===== config.mk =====
export PLATFORM = sky130hd
export DESIGN_NAME = io_link_merge
export DESIGN_NICKNAME = d
export VERILOG_FILES = /design/src/rtl/io_link_pkg.sv /design/src/rtl/link_fifo.sv /design/src/rtl/io_link_merge.sv
export SDC_FILE = /design/constraint.sdc
export NUM_CORES = 1
export LEC_CHECK = 0
export ABC_AREA = 1
export CAP_MARGIN = 20
export CORE_ASPECT_RATIO = 0.8
export CORE_UTILIZATION = 50
export CTS_BUF_LIST = sky130_fd_sc_hd__clkbuf_16
export CTS_CLUSTER_SIZE = 8
export DETAILED_ROUTE_END_ITERATION = 10
export PLACE_DENSITY = 0.95
export SKIP_LAST_GASP = 1
export SYNTH_ARGS = -nofsm -noshare
export SYNTH_HDL_FRONTEND = slang
export SYNTH_SLANG_ARGS = --single-unit

===== constraint.sdc =====
create_clock -name clk_i -period 13.4 [get_ports clk_i]
set_input_delay 2.68 -clock clk_i [delete_from_list [all_inputs] [get_ports clk_i]]
set_output_delay 2.68 -clock clk_i [all_outputs]
set_load 0.005 [all_outputs]

===== src/rtl/io_link_pkg.sv =====
// Shared types for the IO link merge: direction encoding, the ready_and link
// layout and the position of the last-beat flag.
package io_link_pkg;

    typedef enum logic [2:0] {
        p_e = 3'd0,
        w_e = 3'd1,
        e_e = 3'd2,
        n_e = 3'd3,
        s_e = 3'd4
    } dirs_e;

    localparam int unsigned io_data_width_lp = 66;
    localparam int unsigned io_last_bit_lp   = io_data_width_lp - 1;

    typedef struct packed {
        logic                        v;
        logic                        ready_and_rev;
        logic [io_data_width_lp-1:0] data;
    } bp_io_ready_and_link_t;

    typedef enum logic {
        arb_idle,
        arb_locked
    } arb_state_e;

endpackage


===== src/rtl/link_fifo.sv =====
// Small ready_and FIFO with no bypass path. Ready reflects registered occupancy
// only, so a full FIFO refuses a beat even if it is being drained that cycle.
module link_fifo #(
    parameter int unsigned els_p        = 2,
    parameter int unsigned data_width_p = 66
) (
    input  logic                    clk_i,
    input  logic                    reset_i,
    input  logic                    v_i,
    input  logic [data_width_p-1:0] data_i,
    output logic                    ready_o,
    output logic                    v_o,
    output logic [data_width_p-1:0] data_o,
    input  logic                    yumi_i
);

    localparam int unsigned ptr_width_lp   = (els_p > 1) ? $clog2(els_p) : 1;
    localparam int unsigned count_width_lp = $clog2(els_p + 1);
    localparam logic [ptr_width_lp-1:0]   ptr_max_lp    = ptr_width_lp'(els_p - 1);
    localparam logic [count_width_lp-1:0] full_count_lp = count_width_lp'(els_p);

    logic [data_width_p-1:0]   mem_q [els_p];
    logic [ptr_width_lp-1:0]   wr_ptr_q, wr_ptr_d;
    logic [ptr_width_lp-1:0]   rd_ptr_q, rd_ptr_d;
    logic [count_width_lp-1:0] count_q, count_d;
    logic                      enq, deq;

    assign ready_o = ~reset_i & (count_q != full_count_lp);
    assign v_o     = ~reset_i & (count_q != '0);
    assign data_o  = mem_q[rd_ptr_q];
    assign enq     = v_i & ready_o;
    assign deq     = yumi_i & v_o;

    always_comb begin
        wr_ptr_d = wr_ptr_q;
        rd_ptr_d = rd_ptr_q;
        count_d  = count_q;
        if (enq) begin
            wr_ptr_d = (wr_ptr_q == ptr_max_lp) ? '0 : wr_ptr_q + ptr_width_lp'(1);
        end
        if (deq) begin
            rd_ptr_d = (rd_ptr_q == ptr_max_lp) ? '0 : rd_ptr_q + ptr_width_lp'(1);
        end
        case ({enq, deq})
            2'b10:   count_d = count_q + count_width_lp'(1);
            2'b01:   count_d = count_q - count_width_lp'(1);
            default: count_d = count_q;
        endcase
    end

    always_ff @(posedge clk_i) begin
        if (reset_i) begin
            wr_ptr_q <= '0;
            rd_ptr_q <= '0;
            count_q  <= '0;
        end else begin
            wr_ptr_q <= wr_ptr_d;
            rd_ptr_q <= rd_ptr_d;
            count_q  <= count_d;
        end
    end

    // Storage carries no reset; occupancy alone decides what is valid.
    always_ff @(posedge clk_i) begin
        if (enq) begin
            mem_q[wr_ptr_q] <= data_i;
        end
    end

endmodule


===== src/rtl/io_link_merge.sv =====
// Merges the west and east IO links into the P link, forwarding whole
// multi-beat packets with a round-robin choice between packets.
module io_link_merge
    import io_link_pkg::*;
#(
    parameter int unsigned data_width_p    = io_data_width_lp,
    parameter int unsigned els_p           = 2,
    localparam int unsigned link_width_lp  = data_width_p + 2
) (
    input  logic                          clk_i,
    input  logic                          reset_i,
    input  logic [2:1][link_width_lp-1:0] link_i,
    output logic [2:1][link_width_lp-1:0] link_o,
    output logic [link_width_lp-1:0]      link_p_o,
    input  logic [link_width_lp-1:0]      link_p_i
);

    localparam int unsigned v_bit_lp    = link_width_lp - 1;
    localparam int unsigned rdy_bit_lp  = data_width_p;
    localparam int unsigned last_bit_lp = data_width_p - 1;

    logic [2:1]                   fifo_ready;
    logic [2:1]                   fifo_v;
    logic [2:1]                   fifo_yumi;
    logic [2:1][data_width_p-1:0] fifo_data;

    for (genvar d = int'(w_e); d <= int'(e_e); d++) begin : g_in
        link_fifo #(
            .els_p        (els_p),
            .data_width_p (data_width_p)
        ) u_fifo (
            .clk_i   (clk_i),
            .reset_i (reset_i),
            .v_i     (link_i[d][v_bit_lp]),
            .data_i  (link_i[d][data_width_p-1:0]),
            .ready_o (fifo_ready[d]),
            .v_o     (fifo_v[d]),
            .data_o  (fifo_data[d]),
            .yumi_i  (fifo_yumi[d])
        );

        assign link_o[d] = {1'b0, fifo_ready[d], {data_width_p{1'b0}}};
    end

    arb_state_e                state_q, state_d;
    dirs_e                     grant_q, grant_d;
    dirs_e                     last_q, last_d;
    dirs_e                     hold_dir_q, hold_dir_d;
    logic                      hold_q, hold_d;
    dirs_e                     cand, sel;
    logic                      out_v, out_last, xfer;
    logic [data_width_p-1:0]   out_data;

    // A stalled offer pins its direction so a late arrival cannot steal it.
    always_comb begin
        if (hold_q) begin
            cand = hold_dir_q;
        end else if (last_q == w_e) begin
            cand = fifo_v[2] ? e_e : w_e;
        end else begin
            cand = fifo_v[1] ? w_e : e_e;
        end
    end

    always_comb begin
        sel = (state_q == arb_locked) ? grant_q : cand;
        if (sel == e_e) begin
            out_v    = fifo_v[2];
            out_data = fifo_data[2];
        end else begin
            out_v    = fifo_v[1];
            out_data = fifo_data[1];
        end
        out_last     = out_data[last_bit_lp];
        xfer         = out_v & link_p_i[rdy_bit_lp];
        fifo_yumi    = '0;
        fifo_yumi[1] = xfer & (sel != e_e);
        fifo_yumi[2] = xfer & (sel == e_e);
    end

    always_comb begin
        state_d    = state_q;
        grant_d    = grant_q;
        last_d     = last_q;
        hold_d     = hold_q;
        hold_dir_d = hold_dir_q;
        case (state_q)
            arb_idle: begin
                if (xfer) begin
                    last_d = cand;
                    hold_d = 1'b0;
                    if (!out_last) begin
                        state_d = arb_locked;
                        grant_d = cand;
                    end
                end else if (out_v) begin
                    hold_d     = 1'b1;
                    hold_dir_d = cand;
                end
            end
            arb_locked: begin
                if (xfer && out_last) begin
                    state_d = arb_idle;
                end
            end
            default: state_d = arb_idle;
        endcase
    end

    always_ff @(posedge clk_i) begin
        if (reset_i) begin
            state_q    <= arb_idle;
            grant_q    <= w_e;
            last_q     <= e_e;
            hold_q     <= 1'b0;
            hold_dir_q <= w_e;
        end else begin
            state_q    <= state_d;
            grant_q    <= grant_d;
            last_q     <= last_d;
            hold_q     <= hold_d;
            hold_dir_q <= hold_dir_d;
        end
    end

    assign link_p_o = reset_i ? '0 : {out_v, 1'b0, out_data};

    logic unused_link;
    assign unused_link = ^{link_p_i[v_bit_lp], link_p_i[data_width_p-1:0],
                           link_i[1][rdy_bit_lp], link_i[2][rdy_bit_lp]};

endmodule


==> run metrics, run 1 <==
CP required approximately 11000 ps; count leader, synth edfxtp_1; Unique masters post-synth 30; Startpoint Class primary input; total power ~2.6 mW; Fmax ~110 MHz; most common library cells after synthesis edfxtp_1, nand2_1, a21oi_1; initial antenna violation count 1; Max Buffers Root-to-Sink 3; GR Util All Layers between 20 and 25%; fillers 1701; Post CTS Setup Buffer Count 0; Starting Density around half; EDFF count, synth roughly 260; CP startpoint reset_i; root buf cell clkbuf_16; Buf/Inv on CP 4; Async SR Flop Fraction 0%; final slew viol count 0; crit path to link_p_o[42]; Critical Path End Type output pin; share of cells above drive strength 1 5.98%; DR WL/cell 18.1 µm; status complete, no violations; Placeable Area ~0.024 mm²; Hold Crit Class reg -> reg; depth of the worst register-to-register path 13; Detailed Route Iter0 Violations between 800 and 900; port bufs roughly 200; HPWL after DPL 17900 µm; DR vias between 8000 and 9000; largest net degree at the start of global routing ~80; final period utilization about two thirds; relative max-transition margin between 20% and 30%; final hold viol count 0; # rows 51; Num CTS Buffers between 40 and 50; Mean Syn Cell Area roughly 11 µm²; instance count of the mapped netlist 1125; Power Density approximately 170 mW/mm²; drc violations 0; vias in the first global route roughly 8300; Routed WL 29900 µm; Area Growth Syn to Fin 23.8%; H-tree depth 2; crit-path cells clkdlybuf4s50_1 -> nor2_1 -> nand2_1 -> nand3_2 -> nand3_2 -> nand2_2 -> clkinv_2 -> buf_4 -> o21ai_0 -> a21oi_1 -> clkdlybuf4s50_1; DR vias/cell 5.21; die width between 150 and 200 µm; cell accounting for the most synthesized area edfxtp_1; min-delay src grant_q[0]; sequential-to-total area share from yosys stat roughly two thirds; post-layout min period just under 9000 ps; CP delay by family, top buffers and inverters; Die Area between 0.02 and 0.03 mm²; global route overflow 0; Die Height 143 µm; Yosys warning count 0; Critical Path AT about 6100 ps; synthesis-stage register bit count roughly 290; Antenna Cells 0; RePlAce Congestion a little over 0.8; CTS Sinks between 200 and 300; synth top area cells edfxtp_1, buf_4, nand2_1; Setup TNS 0 ps; first-pass GRT wire length 44700 µm; worst-skew pair later-pin latency ~500 ps; share of the synthesized area in the top cell type 63.8%; CP max FO 52; main flop type after synthesis edfxtp_1; clk_skew 11.5 ps; RSZ-0062 raised after global routing no; slowest CP cell clkdlybuf4s50_1; FF-to-FF End g_in[2].u_fifo.count_q[1]; final setup fails 0; fin nets between 1500 and 2000; Slew @ Worst Pin about 1100 ps; worst reg2reg startpoint g_in[2].u_fifo.count_q[1]; Resized cells post-CTS 0; critical path class in -> out; R2R Setup Slk about 11000 ps; MaxCap Viol Count 0; CTS tree yes; Routed Antenna Nets 0; Clock transition at path regs 50 ps; I/O pins 410; mapped cell area roughly 0.012 mm²; VDD IR max between 0.1 and 0.15 mV; leak pwr between 6 and 7 nW; first-pass iteration count of the detailed router 5; number of cells on the critical path 11; hold buffer count at cts 0; CP peak stage delay a little over 800 ps
[placed cells by master, fill, tap and decap left out, types with 2 or more instances in the layout]
cell / count
edfxtp_1: 264
nand2_1: 226
clkdlybuf4s50_1: 205
a21oi_1: 145
conb_1: 135
inv_1: 88
nor2_1: 83
o21ai_0: 57
clkbuf_16: 42
dfxtp_1: 19
o21ai_1: 18
buf_4: 9
nand3_1: 6
inv_2: 5
nor2_4: 5
nand3_2: 4
nand2_2: 3
nor2_2: 2
and3_1: 2
nor3_1: 2
ha_1: 2
buf_12: 2
[layer usage]
layer	vias up	global-route usage (%)	wire [µm]
met2	529	41.0	15700
met1	4087	27.3	10700
met5	-	0	13
met3	75	5.14	2530
li1	3930	-	-
met4	2	9.10	1030
[flip-flops by register name, summed over array words and instances, names as in the netlist, named ones only]
signal / flops
g_in.u_fifo.mem_q: 264
last_q: 3
g_in.u_fifo.rd_ptr_q: 2
grant_q: 3
hold_q: 1
g_in.u_fifo.wr_ptr_q: 2
hold_dir_q: 3
g_in.u_fifo.count_q: 4
[per-stage QoR]
stage	utilization (%)	setup WS (ps)	hold slack [ps]	instance area, µm²	instances
floorplan	-	7010	429	12900	1259
global placement	58.4	4290	440	14200	1602
detailed placement	58.4	4160	452	14200	1602
CTS	63.0	4160	465	15400	1653
global route	63.2	4400	488	15400	1655
finish	63.2	4610	463	15400	1655
[tightest hold or removal path, stage by stage (launching register included)]
cell and delay, ps:
dfxtp_1 320, nand2_1 60, nand3_1 50
[report_power, final]
| group | leakage (nW) | switching [mW] | total [mW] | internal, mW |
|---|---|---|---|---|
| clock | 0.568 | 0.351 | 0.904 | 0.553 |
| combinational | 2.97 | 0.361 | 0.618 | 0.256 |
| sequential | 2.60 | 0.0228 | 1.06 | 1.03 |
[cell families after synthesis]
kind of cell             count (synthesis)  share of synthesized area (%)
flip-flops                             285                           67.1
adder cells (fa/ha/maj)                  2                          0.201
XOR/XNOR                                 1                         0.0705
multiplexers                             1                         0.0906
AND/OR/NAND/NOR                        335                           10.7
other                                    1                         0.0302
buffers and inverters                  277                           12.7
AO/OA/AOI/OAI                          223                           9.05
[worst min-delay path by stage]
stage | endpoint | cells after the start | slack (ps)
after floorplan | hold_dir_q[0] | 2 | 430
after global placement | hold_dir_q[0] | 2 | 440
after detailed placement | hold_dir_q[0] | 2 | 450
after CTS | hold_dir_q[0] | 2 | 470
after global routing | grant_q[0] | 2 | 490
final | grant_q[0] | 2 | 460
[final cells by class]
| type | count | area [µm²] | area share, % |
|---|---|---|---|
| Multi-Input combinational cell | 697 | 3040 | 19.7 |
| Clock inverter | 9 | 62.6 | 0.406 |
| Inverter | 88 | 332 | 2.15 |
| Clock buffer | 42 | 1050 | 6.83 |
| Tap cell | 318 | 398 | 2.58 |
| Timing Repair Buffer | 216 | 2160 | 14.0 |
| Sequential cell | 285 | 8350 | 54.3 |
(Power assumes the default switching activity.)
==> run 2: changes to the inputs <==
--- a/config.mk
+++ b/config.mk
@@ -8,11 +8,11 @@
 export ABC_AREA = 1
 export CAP_MARGIN = 20
 export CORE_ASPECT_RATIO = 0.8
-export CORE_UTILIZATION = 50
+export CORE_UTILIZATION = 42
 export CTS_BUF_LIST = sky130_fd_sc_hd__clkbuf_16
 export CTS_CLUSTER_SIZE = 8
 export DETAILED_ROUTE_END_ITERATION = 10
-export PLACE_DENSITY = 0.95
+export PLACE_DENSITY = 0.88
 export SKIP_LAST_GASP = 1
 export SYNTH_ARGS = -nofsm -noshare
 export SYNTH_HDL_FRONTEND = slang
==> constraint.sdc (replaced) <==
create_clock -name clk_i -period 7.1 [get_ports clk_i]
set_input_delay 1.42 -clock clk_i [delete_from_list [all_inputs] [get_ports clk_i]]
set_output_delay 1.42 -clock clk_i [all_outputs]
set_load 0.005 [all_outputs]
==> run 2 against run 1 <==
Setup slack worse by 3500 ps. Final cell count up 3.3%. Clock power up 88%. Critical path depth unchanged. Sequential power up 88%. Largest power group unchanged.
==> run metrics, run 2 (same netlist as run 1, synthesis figures left out) <==
status complete, no violations; Critical Path AT 4620 ps (-1490 ps); combinational fraction of design power 23.9% (about the same); Post-DP Area 0.0143 mm² (+0.66%); Die Area 0.0303 mm² (+19%); vias in the first global route 8266 (-0.99%); commonest non-fill, non-tap cell in the layout edfxtp_1; Num CTS Buffers 41 (unchanged); WHS Path Cells 2 (unchanged); Startpoint Class primary input; MaxCap Viol Count 0 (unchanged); fin area 0.0155 mm² (+0.46%); min-delay src hold_dir_q[0]; port bufs 205 (unchanged); first-pass iteration count of the detailed router 5 (unchanged); Critical Path End Type output pin; hold_ws 455 ps (-8.40 ps); final period utilization 85.0%; register area 0.00835 mm² (unchanged); P_int 3.47 mW (+88%); worst-skew pair later-pin latency 530 ps (+20 ps); drc violations 0 (unchanged); DR vias 8371 (-2.9%); Max Buffers Root-to-Sink 3 (unchanged); Post CTS Setup Buffer Count 0 (unchanged); CTS tree yes; initial antenna violation count 0 (-1); critical path class in -> out; max reg flops 264 (unchanged); root buf cell clkbuf_16; DR vias/cell 4.90 (-6.0%); worst reg2reg startpoint g_in[2].u_fifo.count_q[0]; share of cells above drive strength 1 5.97% (-0.013 points); Hold Crit Class reg -> reg; Area Growth Syn to Fin 24.4%; Net Sw Power 1.38 mW (+88%); largest reg by FF count g_in.u_fifo.mem_q; FF-to-FF End g_in[2].u_fifo.mem_q[0][53]; Power Density 314 mW/mm² (+87%); HPWL after DPL 18200 µm (+1.6%); global route overflow 0 (unchanged); Fmax between 150 and 200 MHz; Clk pwr share 35.0% (about the same); CTS Sinks 285 (unchanged); Placeable Area 0.0287 mm² (+18%); fraction of power spent switching nets 28.5% (about the same); Antenna Cells 0 (unchanged); RePlAce Congestion 0.818 (-0.52%); leak pwr 6.15 nW (+0.26%); sequential share of power 41.1% (about the same); DR WL/cell 17.1 µm (-5.6%); most frequent cells in the layout edfxtp_1, nand2_1, clkdlybuf4s50_1; H-tree depth 2 (unchanged); RSZ-0062 raised after global routing no; Resized cells post-CTS 0 (unchanged); final slew viol count 0 (unchanged); hold buffer count at cts 0 (unchanged); final hold viol count 0 (unchanged); Routed WL 29200 µm (-2.5%); Starting Density 43.3% (-7.7 points); Largest regs g_in.u_fifo.mem_q (264), g_in.u_fifo.count_q (4); depth of the worst register-to-register path 5 (-8); Die Height 156 µm (+9.0%); final setup fails 0 (unchanged); hold endpoint hold_dir_q[0]; GR Util All Layers 19.1% (-4.0 points); relative max-transition margin 28.5% (-0.46 points); clk_skew 14.1 ps (+2.57 ps); fillers 2255 (+33%); I/O pins 410 (unchanged); # rows 55 (+7.8%); Clock transition at path regs 50 ps (about the same); CP max FO 53 (+1.9%); VDD IR max 0.215 mV (+68%); fin nets 1537 (unchanged); Setup TNS 0 ps (unchanged); Slew @ Worst Pin 1070 ps (+6.89 ps); CP required 5680 ps (-5040 ps); Detailed Route Iter0 Violations 616 (-24%); largest net degree at the start of global routing 78 (-4.9%); area occupied by multi-input gates 0.00304 mm² (unchanged); die width 194 µm (+9.0%); first-pass GRT wire length 44600 µm (-0.26%); post-layout min period 6040 ps; Routed Antenna Nets 0 (unchanged); R2R Setup Slk 4450 ps (-6110 ps)
-- run 2: per-layer routing --
metal | track usage [%] | routed length, µm | up-vias | share of wire (%)
met5 | 0 | 0 | - | 0
met4 | 8.54 | 1030 | 0 | 3.5
met3 | 4.06 | 2180 | 65 | 7.5
met2 | 34.5 | 15300 | 444 | 52
met1 | 21.9 | 10700 | 3944 | 37
li1 | - | - | 3918 | -
-- run 2: worst max-delay path by stage --
stage / to / cells past startpoint / start / slack [ps]
floorplan: g_in[1].u_fifo.mem_q[0][0] / 3 / reset_i / 2150
global placement: link_p_o[2] / 11 / reset_i / 1160
detailed placement: link_p_o[2] / 11 / reset_i / 1060
CTS: link_p_o[2] / 11 / reset_i / 1070
global route: link_p_o[2] / 11 / reset_i / 820
finish: link_p_o[2] / 11 / reset_i / 1060
-- run 2: power groups by stage --
stage	Combinational, mW	Sequential, mW	Clock [mW]
floorplan	0.651	2.02	0
global placement	1.12	2.02	0
detailed placement	1.15	2.02	0
CTS	1.17	1.99	1.73
global route	1.27	2.00	1.80
finish	1.16	1.99	1.70
-- run 2: final cells by class --
type,count,share of cell area (%)
clock buffers,41,6.63
clock inverters,13,0.671
inverters,88,2.15
multi-input cells,697,19.7
flip-flops and latches,285,54.0
well taps,370,2.99
repair buffers,216,13.9
-- run 2: worst max-delay path, stage by stage --
cell and delay [ps]:
clkdlybuf4s50_1 820, nor2_1 160, nand2_1 120, nand3_2 100, nand3_2 110, nand2_2 100
inv_4 430, buf_4 330, o21ai_0 170, a21oi_1 210, clkdlybuf4s50_1 550
-- run 2: per-stage QoR --
step	utilization (%)	power (mW)	cells	worst slack, ps
after floorplan	-	2.67	1259	2150
after global placement	50.0	3.14	1656	1160
after detailed placement	50.0	3.18	1656	1060
after CTS	53.9	4.89	1710	1070
after global routing	53.9	5.07	1710	816
final	53.9	4.85	1710	1060
==> run 3: changes to the inputs <==
--- a/config.mk
+++ b/config.mk
@@ -8,6 +8,7 @@
 export ABC_AREA = 1
 export CAP_MARGIN = 20
 export CORE_ASPECT_RATIO = 0.8
+export CORE_MARGIN = 5
 export CORE_UTILIZATION = 42
 export CTS_BUF_LIST = sky130_fd_sc_hd__clkbuf_16
 export CTS_CLUSTER_SIZE = 8
==> run 3 against run 2 <==
Setup slack improved by 85 ps. Combinational power barely moved. First-iteration DRC count fell by 8.0%. Sequential share of layout area barely moved. Die area rose by 9.5%. Critical path type unchanged. Critical endpoint is now link_p_o[10]. Critical path depth did not move. Cell area barely moved. Sequential cell count did not move. Hold slack improved by 23 ps.
==> run metrics, run 3 (same netlist as run 1, synthesis figures left out) <==
Post CTS Setup Buffer Count 0 (unchanged); VDD IR max 0.209 mV (-3.1%); Starting Density 42.4% (-0.88 points); CP max FO 35 (-34%); final worst slack 1150 ps (+85.4 ps); commonest non-fill, non-tap cell in the layout edfxtp_1; RSZ-0062 raised after global routing no; Max Buffers Root-to-Sink 3 (unchanged); Detailed Route Iter0 Violations 567 (-8.0%); hold buffer count at cts 0 (unchanged); dpl ws 1170 ps (+110 ps); depth of the worst register-to-register path 5 (unchanged); DR vias 8326 (-0.54%); GRT met2 Usage 30.0% (-4.5 points); drc violations 0 (unchanged); Die Height 164 µm (+5.1%); status complete, no violations; first-pass iteration count of the detailed router 5 (unchanged); RePlAce Congestion 0.781 (-4.5%); Routed Antenna Nets 0 (unchanged); Area Growth Syn to Fin 24.4% (about the same); final slew viol count 0 (unchanged); I/O pins 410 (unchanged); Startpoint Class primary input; CTS tree yes; number of cells on the critical path 11 (unchanged); Fmax 168 MHz (+1.4%); initial antenna violation count 3 (+3); final period utilization 83.8% (-1.2 points); Buf/Inv on CP 4 (unchanged); Clock transition at path regs 50 ps (about the same); leak pwr 6.14 nW (-0.14%); final setup fails 0 (unchanged); clk_skew 18.7 ps (+4.61 ps); Critical Path End Type output pin; Largest regs g_in.u_fifo.mem_q (264), g_in.u_fifo.count_q (4); Slew @ Worst Pin 1030 ps (-46.4 ps); global routing usage on met1 20.0% (-1.9 points); Power Density 314 mW/mm² (about the same); CTS Sinks 285 (unchanged); Num CTS Buffers 41 (unchanged); Routed WL 29500 µm (+1.0%); met3 Use GR 4.48% (+0.42 points); CP delay by family, top buffers and inverters; Setup TNS 0 ps (unchanged); most frequent cells in the layout edfxtp_1, nand2_1, clkdlybuf4s50_1; H-tree depth 2 (unchanged); slowest CP cell clkdlybuf4s50_1; WHS Path Cells 2 (unchanged); largest net degree at the start of global routing 78 (unchanged); crit-path cells clkdlybuf4s50_1 -> nor2_1 -> nand2_1 -> nand3_2 -> nand3_2 -> nand2_2 -> inv_4 -> buf_4 -> o21ai_0 -> a21oi_1 -> clkdlybuf4s50_1; relative max-transition margin 31.6% (+3.1 points); busiest layer in global routing met2; GR Util All Layers 16.9% (-2.2 points); Die Area 0.0332 mm² (+9.5%); Resized cells post-CTS 0 (unchanged); fin nets 1536 (-0.065%); Hold Crit Class reg -> reg; worst-skew pair later-pin latency 520 ps (about the same); port bufs 205 (unchanged); root buf cell clkbuf_16; Critical Path AT 4530 ps (-90 ps); # rows 56 (+1.8%); critical path class in -> out; CP required 5680 ps (about the same); vias in the first global route 8377 (+1.3%); HPWL after DPL 18500 µm (+2.0%); final hold viol count 0 (unchanged); hold_ws 478 ps (+23.5 ps); largest reg by FF count g_in.u_fifo.mem_q; first-pass GRT wire length 44500 µm (-0.20%); final non-filler cell total 1717 (+0.41%); post-layout min period 5950 ps (-85.4 ps); Placeable Area 0.0293 mm² (+2.1%); DR vias/cell 4.85 (-0.94%); MaxCap Viol Count 0 (unchanged); DR WL/cell 17.2 µm (+0.60%); share of cells above drive strength 1 5.90% (-0.070 points); max reg flops 264 (unchanged); placed instance count 1662 (+0.36%); CP peak stage delay 840 ps (+20 ps); total power 4.86 mW (about the same); die width 202 µm (+4.1%); global route overflow 0 (unchanged)
==> run 3: report_power, final <==
part           internal [mW]  leakage, nW  switching (mW)
combinational          0.482         2.96           0.662
clock                   1.05        0.583           0.666
sequential              1.95         2.60          0.0455
total                   3.48         6.14            1.37
==> run 3: path summary, 6_finish.rpt <==
path / from / to / slack, ps
hold / removal: grant_q[2] / grant_q[2] / 480
setup reg to reg: g_in[1].u_fifo.count_q[0] / g_in[1].u_fifo.mem_q[0][7] / 4720
setup / recovery: reset_i / link_p_o[10] / 1150
hold reg to reg: grant_q[2] / grant_q[2] / 480
==> run 3: routing by layer <==
layer | routed length, µm | up-vias
met1 | 11200 | 3943
met5 | 27 | -
met4 | 923 | 4
li1 | - | 3916
met3 | 2610 | 71
met2 | 14700 | 392
==> run 3: final cells by class <==
class | count | area (µm²)
Inverter | 88 | 333
Clock inverter | 12 | 76.3
Antenna cell | 1 | 2.50
Multi-Input combinational cell | 697 | 3040
Fill cell | 2353 | 13800
Sequential cell | 285 | 8350
Clock buffer | 42 | 1050
Tap cell | 377 | 472
Timing Repair Buffer | 215 | 2140
==> run 3: worst reg2reg max path: stages, from the launching register on <==
cell,delay (ps)
dfxtp_1,390
inv_1,100
a21oi_1,180
nand2_1,250
nor2_4,250
buf_4,780
==> run 3: stage by stage <==
| step | util (%) | instance area (µm²) |
|---|---|---|
| final | 52.8 | 15500 |
| after global placement | 49.0 | 14300 |
| after CTS | 52.8 | 15500 |
| after global routing | 52.8 | 15500 |
| after floorplan | - | 12900 |
| after detailed placement | 49.0 | 14300 |
